**src/rtl/xadc_drp_arbiter_pkg.sv**
```systemverilog
// Shared types and constants for the XADC DRP arbiter.
package xadc_drp_arbiter_pkg;

  typedef logic [6:0] xadc_drp_addr_t;

  localparam int unsigned XADC_DRP_ADDR_WIDTH      = $bits(xadc_drp_addr_t);
  localparam int unsigned XADC_DRP_DEFAULT_TIMEOUT = 64;

  typedef enum logic [1:0] {
    ST_IDLE      = 2'd0,
    ST_WAIT_DRDY = 2'd1,
    ST_RESPOND   = 2'd2
  } xadc_drp_arb_state_t;

endpackage

```
**src/rtl/drp_rr_arbiter.sv**
```systemverilog
// Combinational round-robin winner search: first asserted request found
// searching upward (modulo NUM_REQ) from the slot after the pointer.
module drp_rr_arbiter #(
  parameter  int unsigned NUM_REQ = 2,
  localparam int unsigned IDX_W   = $clog2(NUM_REQ)
) (
  input  logic [NUM_REQ-1:0] i_req,
  input  logic [IDX_W-1:0]   i_ptr,
  output logic [NUM_REQ-1:0] o_gnt,
  output logic [IDX_W-1:0]   o_idx,
  output logic               o_found
);

  // Scan the NUM_REQ slots starting at pointer+1, keep the first hit.
  always_comb begin
    int unsigned k;
    logic [IDX_W-1:0] w_k;
    o_gnt   = '0;
    o_idx   = '0;
    o_found = 1'b0;
    k       = 0;
    w_k     = '0;
    for (int unsigned off = 1; off <= NUM_REQ; off++) begin
      k   = (32'(i_ptr) + off) % NUM_REQ;
      w_k = IDX_W'(k);
      if (!o_found && i_req[w_k]) begin
        o_found    = 1'b1;
        o_gnt[w_k] = 1'b1;
        o_idx      = w_k;
      end
    end
  end

endmodule

```
**src/rtl/xadc_drp_arbiter.sv**
```systemverilog
// Round-robin arbiter sharing one XADC DRP port between NUM_REQ clients,
// one transaction in flight, with a drdy timeout guard.
module xadc_drp_arbiter
  import xadc_drp_arbiter_pkg::*;
#(
  parameter int unsigned NUM_REQ        = 2,
  parameter int unsigned ADDR_WIDTH     = XADC_DRP_ADDR_WIDTH,
  parameter int unsigned DATA_WIDTH     = 16,
  parameter int unsigned TIMEOUT_CYCLES = XADC_DRP_DEFAULT_TIMEOUT
) (
  input  logic                             clk,
  input  logic                             rst_n,
  input  logic [NUM_REQ-1:0]               req_valid,
  output logic [NUM_REQ-1:0]               req_ready,
  input  logic [NUM_REQ*ADDR_WIDTH-1:0]    req_addr,
  input  logic [NUM_REQ-1:0]               req_we,
  input  logic [NUM_REQ*DATA_WIDTH-1:0]    req_wdata,
  output logic [NUM_REQ-1:0]               rsp_valid,
  output logic [DATA_WIDTH-1:0]            rsp_data,
  output logic                             rsp_err,
  output logic [ADDR_WIDTH-1:0]            drp_daddr,
  output logic                             drp_den,
  output logic                             drp_dwe,
  output logic [DATA_WIDTH-1:0]            drp_di,
  input  logic                             drp_drdy,
  input  logic [DATA_WIDTH-1:0]            drp_do,
  output logic                             busy,
  output logic [7:0]                       timeout_count
);

  localparam int unsigned IDX_W = $clog2(NUM_REQ);
  localparam int unsigned TMR_W = $clog2(TIMEOUT_CYCLES);

  xadc_drp_arb_state_t     r_state;
  logic [IDX_W-1:0]        r_ptr;
  logic [IDX_W-1:0]        r_gnt;
  logic [TMR_W-1:0]        r_timer;
  logic [ADDR_WIDTH-1:0]   r_daddr;
  logic                    r_den;
  logic                    r_dwe;
  logic [DATA_WIDTH-1:0]   r_di;
  logic [DATA_WIDTH-1:0]   r_rsp_data;
  logic                    r_rsp_err;
  logic [7:0]              r_tocnt;

  logic [NUM_REQ-1:0]      w_gnt_oh;
  logic [IDX_W-1:0]        w_idx;
  logic                    w_found;
  logic [NUM_REQ-1:0]      w_rsp_valid;

  drp_rr_arbiter #(
    .NUM_REQ (NUM_REQ)
  ) u_rr (
    .i_req   (req_valid),
    .i_ptr   (r_ptr),
    .o_gnt   (w_gnt_oh),
    .o_idx   (w_idx),
    .o_found (w_found)
  );

  assign req_ready     = (r_state == ST_IDLE) ? w_gnt_oh : '0;
  assign busy          = (r_state != ST_IDLE);
  assign drp_daddr     = r_daddr;
  assign drp_den       = r_den;
  assign drp_dwe       = r_dwe;
  assign drp_di        = r_di;
  assign rsp_data      = r_rsp_data;
  assign rsp_err       = r_rsp_err;
  assign timeout_count = r_tocnt;
  assign rsp_valid     = w_rsp_valid;

  // Response pulse goes only to the lane that owns the finished transaction.
  always_comb begin
    w_rsp_valid = '0;
    if (r_state == ST_RESPOND) w_rsp_valid[r_gnt] = 1'b1;
  end

  // Transaction FSM: accept, wait for drdy or timeout, respond.
  always_ff @(posedge clk or negedge rst_n) begin
    if (!rst_n) begin
      r_state    <= ST_IDLE;
      r_ptr      <= IDX_W'(NUM_REQ - 1);
      r_gnt      <= '0;
      r_timer    <= '0;
      r_daddr    <= '0;
      r_den      <= 1'b0;
      r_dwe      <= 1'b0;
      r_di       <= '0;
      r_rsp_data <= '0;
      r_rsp_err  <= 1'b0;
      r_tocnt    <= '0;
    end else begin
      case (r_state)
        ST_IDLE: begin
          if (w_found) begin
            r_daddr <= req_addr[w_idx*ADDR_WIDTH +: ADDR_WIDTH];
            r_dwe   <= req_we[w_idx];
            r_di    <= req_wdata[w_idx*DATA_WIDTH +: DATA_WIDTH];
            r_den   <= 1'b1;
            r_gnt   <= w_idx;
            r_ptr   <= w_idx;
            r_timer <= '0;
            r_state <= ST_WAIT_DRDY;
          end
        end
        ST_WAIT_DRDY: begin
          r_den   <= 1'b0;
          r_timer <= r_timer + 1'b1;
          // drdy is checked first so it wins over a coincident timeout
          if (drp_drdy) begin
            r_rsp_data <= r_dwe ? '0 : drp_do;
            r_rsp_err  <= 1'b0;
            r_state    <= ST_RESPOND;
          end else if (r_timer == TMR_W'(TIMEOUT_CYCLES - 1)) begin
            r_rsp_data <= '0;
            r_rsp_err  <= 1'b1;
            if (r_tocnt != 8'hFF) r_tocnt <= r_tocnt + 8'd1;
            r_state    <= ST_RESPOND;
          end
        end
        ST_RESPOND: begin
          r_state <= ST_IDLE;
        end
        default: begin
          r_state <= ST_IDLE;
        end
      endcase
    end
  end

endmodule

```
**config.mk**
```make
export PLATFORM = sky130hd
export DESIGN_NAME = xadc_drp_arbiter
export DESIGN_NICKNAME = d
export VERILOG_FILES = /design/src/rtl/xadc_drp_arbiter_pkg.sv /design/src/rtl/drp_rr_arbiter.sv /design/src/rtl/xadc_drp_arbiter.sv
export SDC_FILE = /design/constraint.sdc
export NUM_CORES = 1
export LEC_CHECK = 0
export ABC_AREA = 1
export CORE_MARGIN = 3
export CORE_UTILIZATION = 43
export DETAILED_ROUTE_END_ITERATION = 8
export GPL_TIMING_DRIVEN = 1
export PLACE_DENSITY = 0.88
export SKIP_CTS_REPAIR_TIMING = 1
export SLEW_MARGIN = 20
export SYNTH_ARGS = -nofsm -noshare
export SYNTH_HDL_FRONTEND = slang
export SYNTH_SLANG_ARGS = --single-unit
```
**constraint.sdc**
```tcl
create_clock -name clk -period 1.75 [get_ports clk]
set_input_delay 0.35 -clock clk [delete_from_list [all_inputs] [get_ports clk]]
set_output_delay 0.35 -clock clk [all_outputs]
set_load 0.01 [all_outputs]
```
# After elaboration in Yosys (flattened, before gate mapping)

Index checks and enable logic that the tools add are counted.

Register bits after elaboration: 60
Word-level logic and storage cells: 80

Add/subtract/negate cells: 4
Multiply operators: 1
$lt $le $gt $ge: 7
Equal/unequal tests: 6
Shifts and indexed selects: 2
Muxes and demuxes: 33
Bitwise gates (word level): 2
Reductions and logical operators: 14

Operators by type and width:

| cell                | number |
|---|---|
| $mux 16             | 3 |
| $shiftx 32x6->16    | 1 |
| $mux 1              | 16 |
| $mux 2              | 7 |
| $shiftx 14x5->7     | 1 |
| $pmux 6 s2          | 1 |
| $add 8x1->8 const B | 1 |
| $lt 1x2->1 const B  | 4 |
| $ne 8x8->1 const B  | 1 |
| $reduce_and 2->1    | 4 |
| $add 6x1->6 const B | 1 |
| $eq 6x6->1 const B  | 1 |
| $mux 6              | 1 |
| $reduce_bool 2->1   | 3 |
| $logic_and 1x1->1   | 4 |
| $mul 1x3->4 const B | 1 |
| $pmux 2 s2          | 1 |
| $reduce_and 4->1    | 1 |
| $demux 1 s1         | 3 |
| $ge 1x1->1 const B  | 3 |
| $ne 3x3->1 const B  | 1 |
| $add 1x1->1 const B | 2 |
| $eq 2x1->1 const B  | 1 |
| $eq 2x2->1 const B  | 1 |
| other kinds (6)     | 6 |

# Depth between registers and ports, before layout

Gate-level depths: netlist of the first run.

Depth in word-level cells: 9
Depth in mapped cells: 8
Gate-level depth less buffers: 8

# Cells and area by module

Synthesis of the first run repeated with hierarchy kept, for this count alone.

Cells, all modules: 374
Area, all modules: 2,924.1 µm²

Modules (own cells, without submodules):

| module           | times used | cells each | area an instance (µm²) | sequential area each (µm²) |
|---|---|---|---|---|
| xadc_drp_arbiter | 1          | 367        | 2,892.8                | 1,502.7 |
| drp_rr_arbiter   | 1          | 7          | 31.3                   | 0.0 |

# Worst setup path after synthesis of the first run

OpenSTA, ideal clock, no wires.

Kind: register to register
Start: reg r_timer[0]
End: reg r_rsp_data[10] (netlist: rsp_data[10])
Library setup time: 0.117 ns
Arrival time: 1.202 ns
Path slack: 0.431 ns
Stages on the path, launching flop included: 8
Period minus slack after synthesis: 1.319 ns
Path through: dfrtp_1 -> ha_1 -> nand3_2 -> o21ai_4 -> nand2_4 -> buf_6 -> nand2_2 -> o21ai_2

Cells in the longest elaborated chain, start to end: 3

Ends and longest elaborated chain:

| element                            | line                    | source |
|---|---|---|
| start, declared                    | xadc_drp_arbiter.sv:37  | `logic [TMR_W-1:0] r_timer;` |
| start signal, assigned             | xadc_drp_arbiter.sv:108 | `r_timer <= r_timer + 1'b1;` |
| $eq 6x6->1                         | xadc_drp_arbiter.sv:114 | `end else if (r_timer == TMR_W'(TIMEOUT_CYCLES - 1)) begin` |
| $reduce_bool 2->1 (no source line) | -                       |  |
| $reduce_and 2->1 (no source line)  | -                       |  |
| end signal, assigned               | xadc_drp_arbiter.sv:111 | `r_rsp_data <= r_dwe ? '0 : drp_do;` |
| end, declared                      | xadc_drp_arbiter.sv:42  | `logic [DATA_WIDTH-1:0] r_rsp_data;` |

No other way between the ends.
A chain may end at the register's enable or synchronous reset.

# Worst setup path in the final report of the first run

Start: reg r_tocnt[5] (netlist: timeout_count[5])
End: out timeout_count[5]

RTL lines:

| element                | line                    | source |
|---|---|---|
| start, declared        | xadc_drp_arbiter.sv:44  | `logic [7:0] r_tocnt;` |
| start signal, assigned | xadc_drp_arbiter.sv:117 | `if (r_tocnt != 8'hFF) r_tocnt <= r_tocnt + 8'd1;` |
| end, declared          | xadc_drp_arbiter.sv:28  | `output logic [7:0] timeout_count` |

No word-level cell between the ends.

==> results of run 1 <==
==> path summary, 6_finish.rpt <==
kind | endpoint | cells after the start
setup / recovery | timeout_count[5] | 1
hold / removal | rsp_data[8] | 1
setup reg to reg | rsp_data[0] | 7
hold reg to reg | rsp_data[1] | 2
max in group asynchronous | r_state[0] | 2
min in group clk | rsp_data[1] | 2
==> logic make-up after synthesis <==
logic type / count (synthesis) / synth area share
flops: 60 / 0.5017
xor+xnor: 4 / 0.01170
compound gates: 60 / 0.1420
simple gates: 180 / 0.2769
buf+inv: 37 / 0.05931
fa+ha+maj: 2 / 0.008353
==> cell usage after synthesis, types with 2 or more instances <==
cell type | number | area share
nor3_1 | 2 | 0.0033
o21ai_0 | 7 | 0.012
buf_2 | 7 | 0.012
clkbuf_1 | 4 | 0.0050
nand2_4 | 3 | 0.011
inv_1 | 18 | 0.023
o21ai_2 | 17 | 0.050
o21bai_1 | 8 | 0.020
nor2_4 | 2 | 0.0075
inv_2 | 3 | 0.0038
a21oi_1 | 2 | 0.0033
nor2_1 | 34 | 0.043
xor2_1 | 3 | 0.0088
buf_6 | 3 | 0.011
nor2_2 | 3 | 0.0063
nand3_1 | 32 | 0.053
a31oi_1 | 24 | 0.050
dfrtp_1 | 59 | 0.49
nand2_1 | 85 | 0.11
buf_4 | 2 | 0.0050
ha_1 | 2 | 0.0084
nand2_2 | 15 | 0.031
==> power groups by stage <==
stage / clock network [W] / registers, W / logic [W]
6_report: 0.000990 / 0.00227 / 0.00293
5_1_grt: 0.00110 / 0.00234 / 0.00322
4_1_cts: 0.00103 / 0.00226 / 0.00298
3_5_place_dp: 0 / 0.00228 / 0.00297
3_3_place_gp: 0 / 0.00227 / 0.00289
2_1_floorplan: 0 / 0.00246 / 0.00126
==> sequential cells by signal (all words and copies together) (netlist names) <==
| name | flops |
|---|---|
| drp_daddr | 7 |
| rsp_err | 1 |
| drp_di | 16 |
| r_state | 2 |
| timeout_count | 8 |
| r_gnt | 1 |
| drp_den | 1 |
| r_ptr | 1 |
| rsp_data | 16 |
| drp_dwe | 1 |
| r_timer | 6 |
==> worst register-to-register path, cell delays in order, from the launching register on <==
cell	delay (ns)
dfrtp_1	0.39
ha_1	0.22
nand3_2	0.15
o21ai_4	0.19
nand2_4	0.11
buf_4	0.19
nand2_1	0.08
o21ai_2	0.05
==> per-stage QoR <==
stage / instance area (um^2) / worst slack (ns) / instances / setup TNS [ns]
floorplan: 2995 / 0.4314 / 343 / 0
global placement: 4367 / -0.2149 / 540 / -1.136
detailed placement: 4367 / -0.2432 / 540 / -2.007
CTS: 4517 / -0.2690 / 555 / -1.078
global route: 4539 / 0.01170 / 555 / 0
finish: 4539 / 0.08331 / 555 / 0
==> final cells by class <==
class,instances,area share
flip-flops and latches,60,0.3316
multi-input cells,246,0.2908
well taps,77,0.02122
repair buffers,136,0.3060
inverters,21,0.01736
clock inverters,3,0.003308
clock buffers,12,0.02977
==> layer usage <==
layer	vias to the layer above	part of all wire	wire [um]
li1	1396	-	-
met1	1264	0.41	3101
met2	100	0.49	3707
met3	11	0.086	650
met4	0	0.016	124
met5	-	0	0
==> layout by cell type (no fill, tap or decap), types with 2 or more instances in the layout <==
| cell | n |
|---|---|
| o21ai_0 | 7 |
| clkbuf_8 | 9 |
| nor2_1 | 34 |
| dlymetal6s2s_1 | 6 |
| inv_1 | 18 |
| nor2_4 | 3 |
| inv_2 | 3 |
| nand3_1 | 32 |
| nand2_2 | 15 |
| clkdlybuf4s50_1 | 116 |
| dfrtp_1 | 57 |
| a31oi_1 | 24 |
| clkinv_2 | 3 |
| clkbuf_1 | 3 |
| buf_12 | 4 |
| ha_1 | 2 |
| nor3_1 | 2 |
| nand2_1 | 85 |
| a21oi_1 | 2 |
| o21ai_2 | 17 |
| buf_4 | 9 |
| xor2_1 | 3 |
| nor2_2 | 2 |
| dfrtp_2 | 2 |
| o21bai_1 | 8 |
| nand2_4 | 3 |
==> impl_results.md, run 1 <==
* Status: complete, no violations
* Met3 Use GR at 0.06728
* Met2 Use GR at 0.3483
* Reg clk slew, reported paths at 0.07 ns
* Fill count at 531
* Post-synthesis sequential area ratio at 0.5017
* FF/Latch Area at about 0.0015 mm^2
* Worst Tran Pin Value at 0.5358 ns
* Worst setup path class: flip-flop to primary output
* Die Height at 89.46 um
* Final Util at 0.6950
* Tot GR Track Use at 0.2045
* Final hold violation count at 0
* Asr flop ratio synth at 1.000
* Clk pwr share at 0.160
* Hold_ws at 0.005124 ns
* Min-delay worst type: primary input to async pin
* Area of the mapped netlist at 0.002995 mm^2
* CP Data Required Time at 1.40 ns
* Switching Share at 0.3645
* P&R area growth vs syn at 51.55%
* # H-tree levels at 3
* Syn_area_per_cell at 8.733 um^2
* Drt via density at 4.993
* Buf/Inv on CP at 1
* DRT iter0 DRCs at 60
* Power share of the sequential group at 0.366
* Internal power consumption at 0.003935 W
* Main synth FF type: dfrtp_1
* Setup crit start kind: flip-flop
* Post-route antenna net violation count at 0
* Global-route wire length before repair at 12650 um
* Pwr Density at roughly 1400 mW/mm^2
* Switch Pwr at 0.002257 W
* Post-synthesis net count at approximately 410
* CP Cell Sequence: clkdlybuf4s50_1
* Worst Skew at approximately 0.0076 ns
* Final Power at 0.006192 W
* Final Net Count at 545
* Crit path max fanout at 6
* # clock sinks at 60
* Yosys warnings at 0
* Met1 GRT Util at 0.2390
* Ant. Diodes at 0
* Max incr delay on CP at 0.57 ns
* DRC at 0
* WL final at approximately 7600 um
* R2r setup slk at 0.28 ns
* Die X at 89.46 um
* Slowest stage cell, crit path: clkdlybuf4s50_1
* CP Data Arrival Time at 1.32 ns
* Ports at 124
* CTS tree: done
* Worst VDD drop at 907.3 uV
* Busiest grt layer: met2
* Minimum clock period at ~1.7 ns
* Final setup viols at 0
* Logic pwr share at 0.474
* Deepest clock path buffer count at 2
* Share of cells above drive strength 1 at 0.1569
* CP top delay family: buffers and inverters
* #FFs+latches synth at 60
* Synth cell types at 30
* Final GP Congestion at 0.8127
* Critical R2R Launch: r_timer[0]
* Number of global-route vias before repair at between 2k and 3k
* Via count at 2771
* TritonCTS Buffers at 9
* Initial core utilization at 0.4586
* Remaining global-route overflow at 0
* Largest net degree at the start of global routing at 33
* Number of flops mapped to enable cells by yosys at 0
* Max cap viols at 0
* Crit path launch: timeout_count[5]
* Routed wire length per instance at 13.66 um
* Worst slew margin at 0.6428
* Clk_lat worst skew at 0.32 ns
* Antenna violations before repair at 0
* Crit. End Element: primary output
* RSZ-0062 raised after global routing: false
* Max-slew violation count at 0
* P_leak at 2.112 nW
* Port-buffer cells at approximately 120
* DP HPWL at 5709 um
* Cell count after synthesis at 343
* Fmax at 600.0 MHz
* Site Rows at 29
* DR pass1 iterations at 4
* CORE AREA at 0.006531 mm^2
* Die area at 0.008003 mm^2
* Clock Tree Root: clkbuf_8
* Period utilization at 0.9524
* Multi-input gate area at approximately 0.0013 mm^2
Power figures use the tool's default switching activity.
==> run 2: changes to the inputs <==
--- a/config.mk
+++ b/config.mk
@@ -7,10 +7,11 @@
 export LEC_CHECK = 0
 export ABC_AREA = 1
 export CORE_MARGIN = 3
-export CORE_UTILIZATION = 43
+export CORE_UTILIZATION = 45
 export DETAILED_ROUTE_END_ITERATION = 8
+export DONT_BUFFER_PORTS = 1
 export GPL_TIMING_DRIVEN = 1
-export PLACE_DENSITY = 0.88
+export PLACE_DENSITY = 0.68
 export SKIP_CTS_REPAIR_TIMING = 1
 export SLEW_MARGIN = 20
 export SYNTH_ARGS = -nofsm -noshare
==> constraint.sdc (replaced) <==
create_clock -name clk -period 1.9 [get_ports clk]
set_input_delay 0.38 -clock clk [delete_from_list [all_inputs] [get_ports clk]]
set_output_delay 0.38 -clock clk [all_outputs]
set_load 0.01 [all_outputs]
==> run 2 against run 1 <==
Net effect: count of clock-buffer cells in the layout unchanged; core utilization decreased by 18 points; final cell count decreased by 23%; combinational power decreased by 55%; hold slack improved by 0.12 ns; power decreased by 19%; clock power increased by 33%; final area decreased by 27%; critical endpoint is now req_ready[1]; largest power group is now registers; highest routed layer unchanged.
==> impl_results.md, run 2 (synthesized netlist as in run 1, its figures left out) <==
* Status: complete, no violations (unchanged)
* Worst hold start: drp_drdy
* CORE AREA at 0.006386 mm^2 (was 0.006531 mm^2)
* Power share of the sequential group at 0.472 (was 0.366)
* Post-route antenna net violation count at 0 (unchanged)
* Largest net degree at the start of global routing at 61 (was 33)
* Worst Skew at 0.006664 ns (was 0.007568 ns)
* Switch Pwr at 0.001899 W (was 0.002257 W)
* TritonCTS Buffers at 9 (unchanged)
* Clk pwr share at 0.265 (was 0.160)
* Fmax at 605.7 MHz
* Die X at 87.59 um (was 89.46 um)
* Port-buffer cells at 0 (was 123)
* Via count at 2274 (was 2771)
* Clk_lat worst skew at 0.32 ns (about the same)
* Tot GR Track Use at 0.1747 (was 0.2045)
* Number of global-route vias before repair at 2273 (was 2779)
* CP Data Required Time at 1.52 ns (was 1.40 ns)
* Minimum clock period at 1.651 ns
* Share of cells above drive strength 1 at 0.1948 (was 0.1569)
* Die area at 0.007671 mm^2 (was 0.008003 mm^2)
* Max cap viols at 0 (unchanged)
* P_leak at 1.550 nW (was 2.112 nW)
* Final setup viols at 0 (unchanged)
* Site Rows at 29 (unchanged)
* Internal power consumption at 0.003091 W (was 0.003935 W)
* Pwr Density at 1514 mW/mm^2 (was 1364 mW/mm^2)
* Final hold violation count at 0 (unchanged)
* Worst slew margin at 0.6422 (was 0.6428)
* Worst Tran Pin Value at 0.5327 ns (was 0.5358 ns)
* Remaining global-route overflow at 0 (unchanged)
* # H-tree levels at 3 (unchanged)
* Setup Slack @ Placement at 0.3004 ns (was -0.2432 ns)
* Crit. End Element: primary output (unchanged)
* TNS Setup at 0 ns (unchanged)
* DR pass1 iterations at 4 (unchanged)
* CTS tree: done (unchanged)
* Reg clk slew, reported paths at 0.06 ns (was 0.07 ns)
* Worst setup path class: flip-flop to primary output (unchanged)
* Routed wire length per instance at 15.10 um (was 13.66 um)
* Hold_ws at 0.1288 ns (was 0.005124 ns)
* Ports at 124 (unchanged)
* Final Power at 0.004991 W (was 0.006192 W)
* P&R area growth vs syn at 10.03% (was 51.55%)
* DRT iter0 DRCs at 65 (was 60)
* Logic pwr share at 0.263 (was 0.474)
* Commonest cells after routing, fill and taps aside: nand2_1 (85), dfrtp_1 (59), nor2_1 (34) (was clkdlybuf4s50_1 (116), nand2_1 (85), dfrtp_1 (57))
* Switching Share at 0.3806 (was 0.3645)
* Deepest clock path buffer count at 2 (unchanged)
* Crit path launch: r_state[0] (was timeout_count[5])
* Leading cell type in the layout, fill and taps excluded: nand2_1 (was clkdlybuf4s50_1)
* Setup crit start kind: flip-flop (unchanged)
* Crit path max fanout at 4 (was 6)
* Antenna violations before repair at 0 (unchanged)
* Period utilization at 0.8690
* Final Net Count at 415 (was 545)
* Max-slew violation count at 0 (unchanged)
* Initial core utilization at 0.4690 (was 0.4586)
* Critical R2R Launch: r_timer[0] (unchanged)
* Min-delay worst type: primary input to flip-flop (was primary input to async pin)
* Worst VDD drop at 725.8 uV (was 907.3 uV)
* Die Height at 87.59 um (was 89.46 um)
* # clock sinks at 60 (unchanged)
* CP Data Arrival Time at 1.27 ns (was 1.32 ns)
* Global-route wire length before repair at 10490 um (was 12650 um)
* DRC at 0 (unchanged)
* Clock Tree Root: clkbuf_8 (unchanged)
* WL final at 6433 um (was 7583 um)
* DP HPWL at 4543 um (was 5709 um)
* Final GP Congestion at 0.8224 (was 0.8127)
* Drt via density at 5.338 (was 4.993)
* Ant. Diodes at 0 (unchanged)
* RSZ-0062 raised after global routing: false (unchanged)
* Worst setup margin at 0.2490 ns (was 0.08331 ns)
==> run 2: cell types whose count changed in the layout (fill, tap and decap cells not counted), sizes merged <==
cell,before,now
dlygate4sd3,0,1
clkinv,3,2
bufinv,0,2
buf,14,5
dlymetal6s2s,6,0
clkdlybuf4s50,116,0
==> run 2: per-layer routing <==
layer,track usage,vias up,part of all wire
met3,0.06585,13,0.11
met5,0,-,0
li1,-,1132,-
met2,0.2836,104,0.46
met1,0.1998,1025,0.40
met4,0.09344,0,0.027
==> run 2: power by group through the flow <==
stage | combinational (W) | clock [W] | sequential, W
2_1_floorplan | 0.00116 | 0 | 0.00227
3_3_place_gp | 0.00126 | 0 | 0.00239
3_5_place_dp | 0.00131 | 0 | 0.00239
4_1_cts | 0.00130 | 0.00136 | 0.00237
5_1_grt | 0.00154 | 0.00141 | 0.00242
6_report | 0.00131 | 0.00132 | 0.00235
==> run 2: area by class of cell <==
| cell class | instances | area (um^2) |
|---|---|---|
| clock inverters | 4 | 70.07 |
| multi-input cells | 246 | 1315 |
| fillers | 623 | 3090 |
| repair buffers | 6 | 67.56 |
| well taps | 77 | 96.34 |
| clock buffers | 12 | 165.2 |
| inverters | 21 | 78.83 |
| flip-flops and latches | 60 | 1503 |
==> run 2: path summary, 6_finish.rpt <==
path | endpoint | slack [ns] | cells after the start
min in group asynchronous | rsp_data[13] | 0.60 | 2
max in group asynchronous | r_ptr | 1.01 | 2
setup / recovery | req_ready[1] | 0.25 | 3
hold / removal | rsp_err | 0.13 | 1
hold reg to reg | r_timer[0] | 0.52 | 1
setup reg to reg | rsp_data[4] | 0.28 | 6
==> run 2: worst max-delay path: stages, from the launching register on <==
cell and delay (ns):
dfrtp_1 0.42, nor2_2 0.14, inv_2 0.10, nor2_1 0.29
==> run 2: stage by stage <==
| stage | cells | utilization | area [um^2] |
|---|---|---|---|
| 5_1_grt | 426 | 0.5161 | 3296 |
| 2_1_floorplan | 343 | - | 2995 |
| 3_5_place_dp | 408 | 0.4734 | 3023 |
| 6_report | 426 | 0.5161 | 3296 |
| 3_3_place_gp | 408 | 0.4734 | 3023 |
| 4_1_cts | 424 | 0.5102 | 3258 |
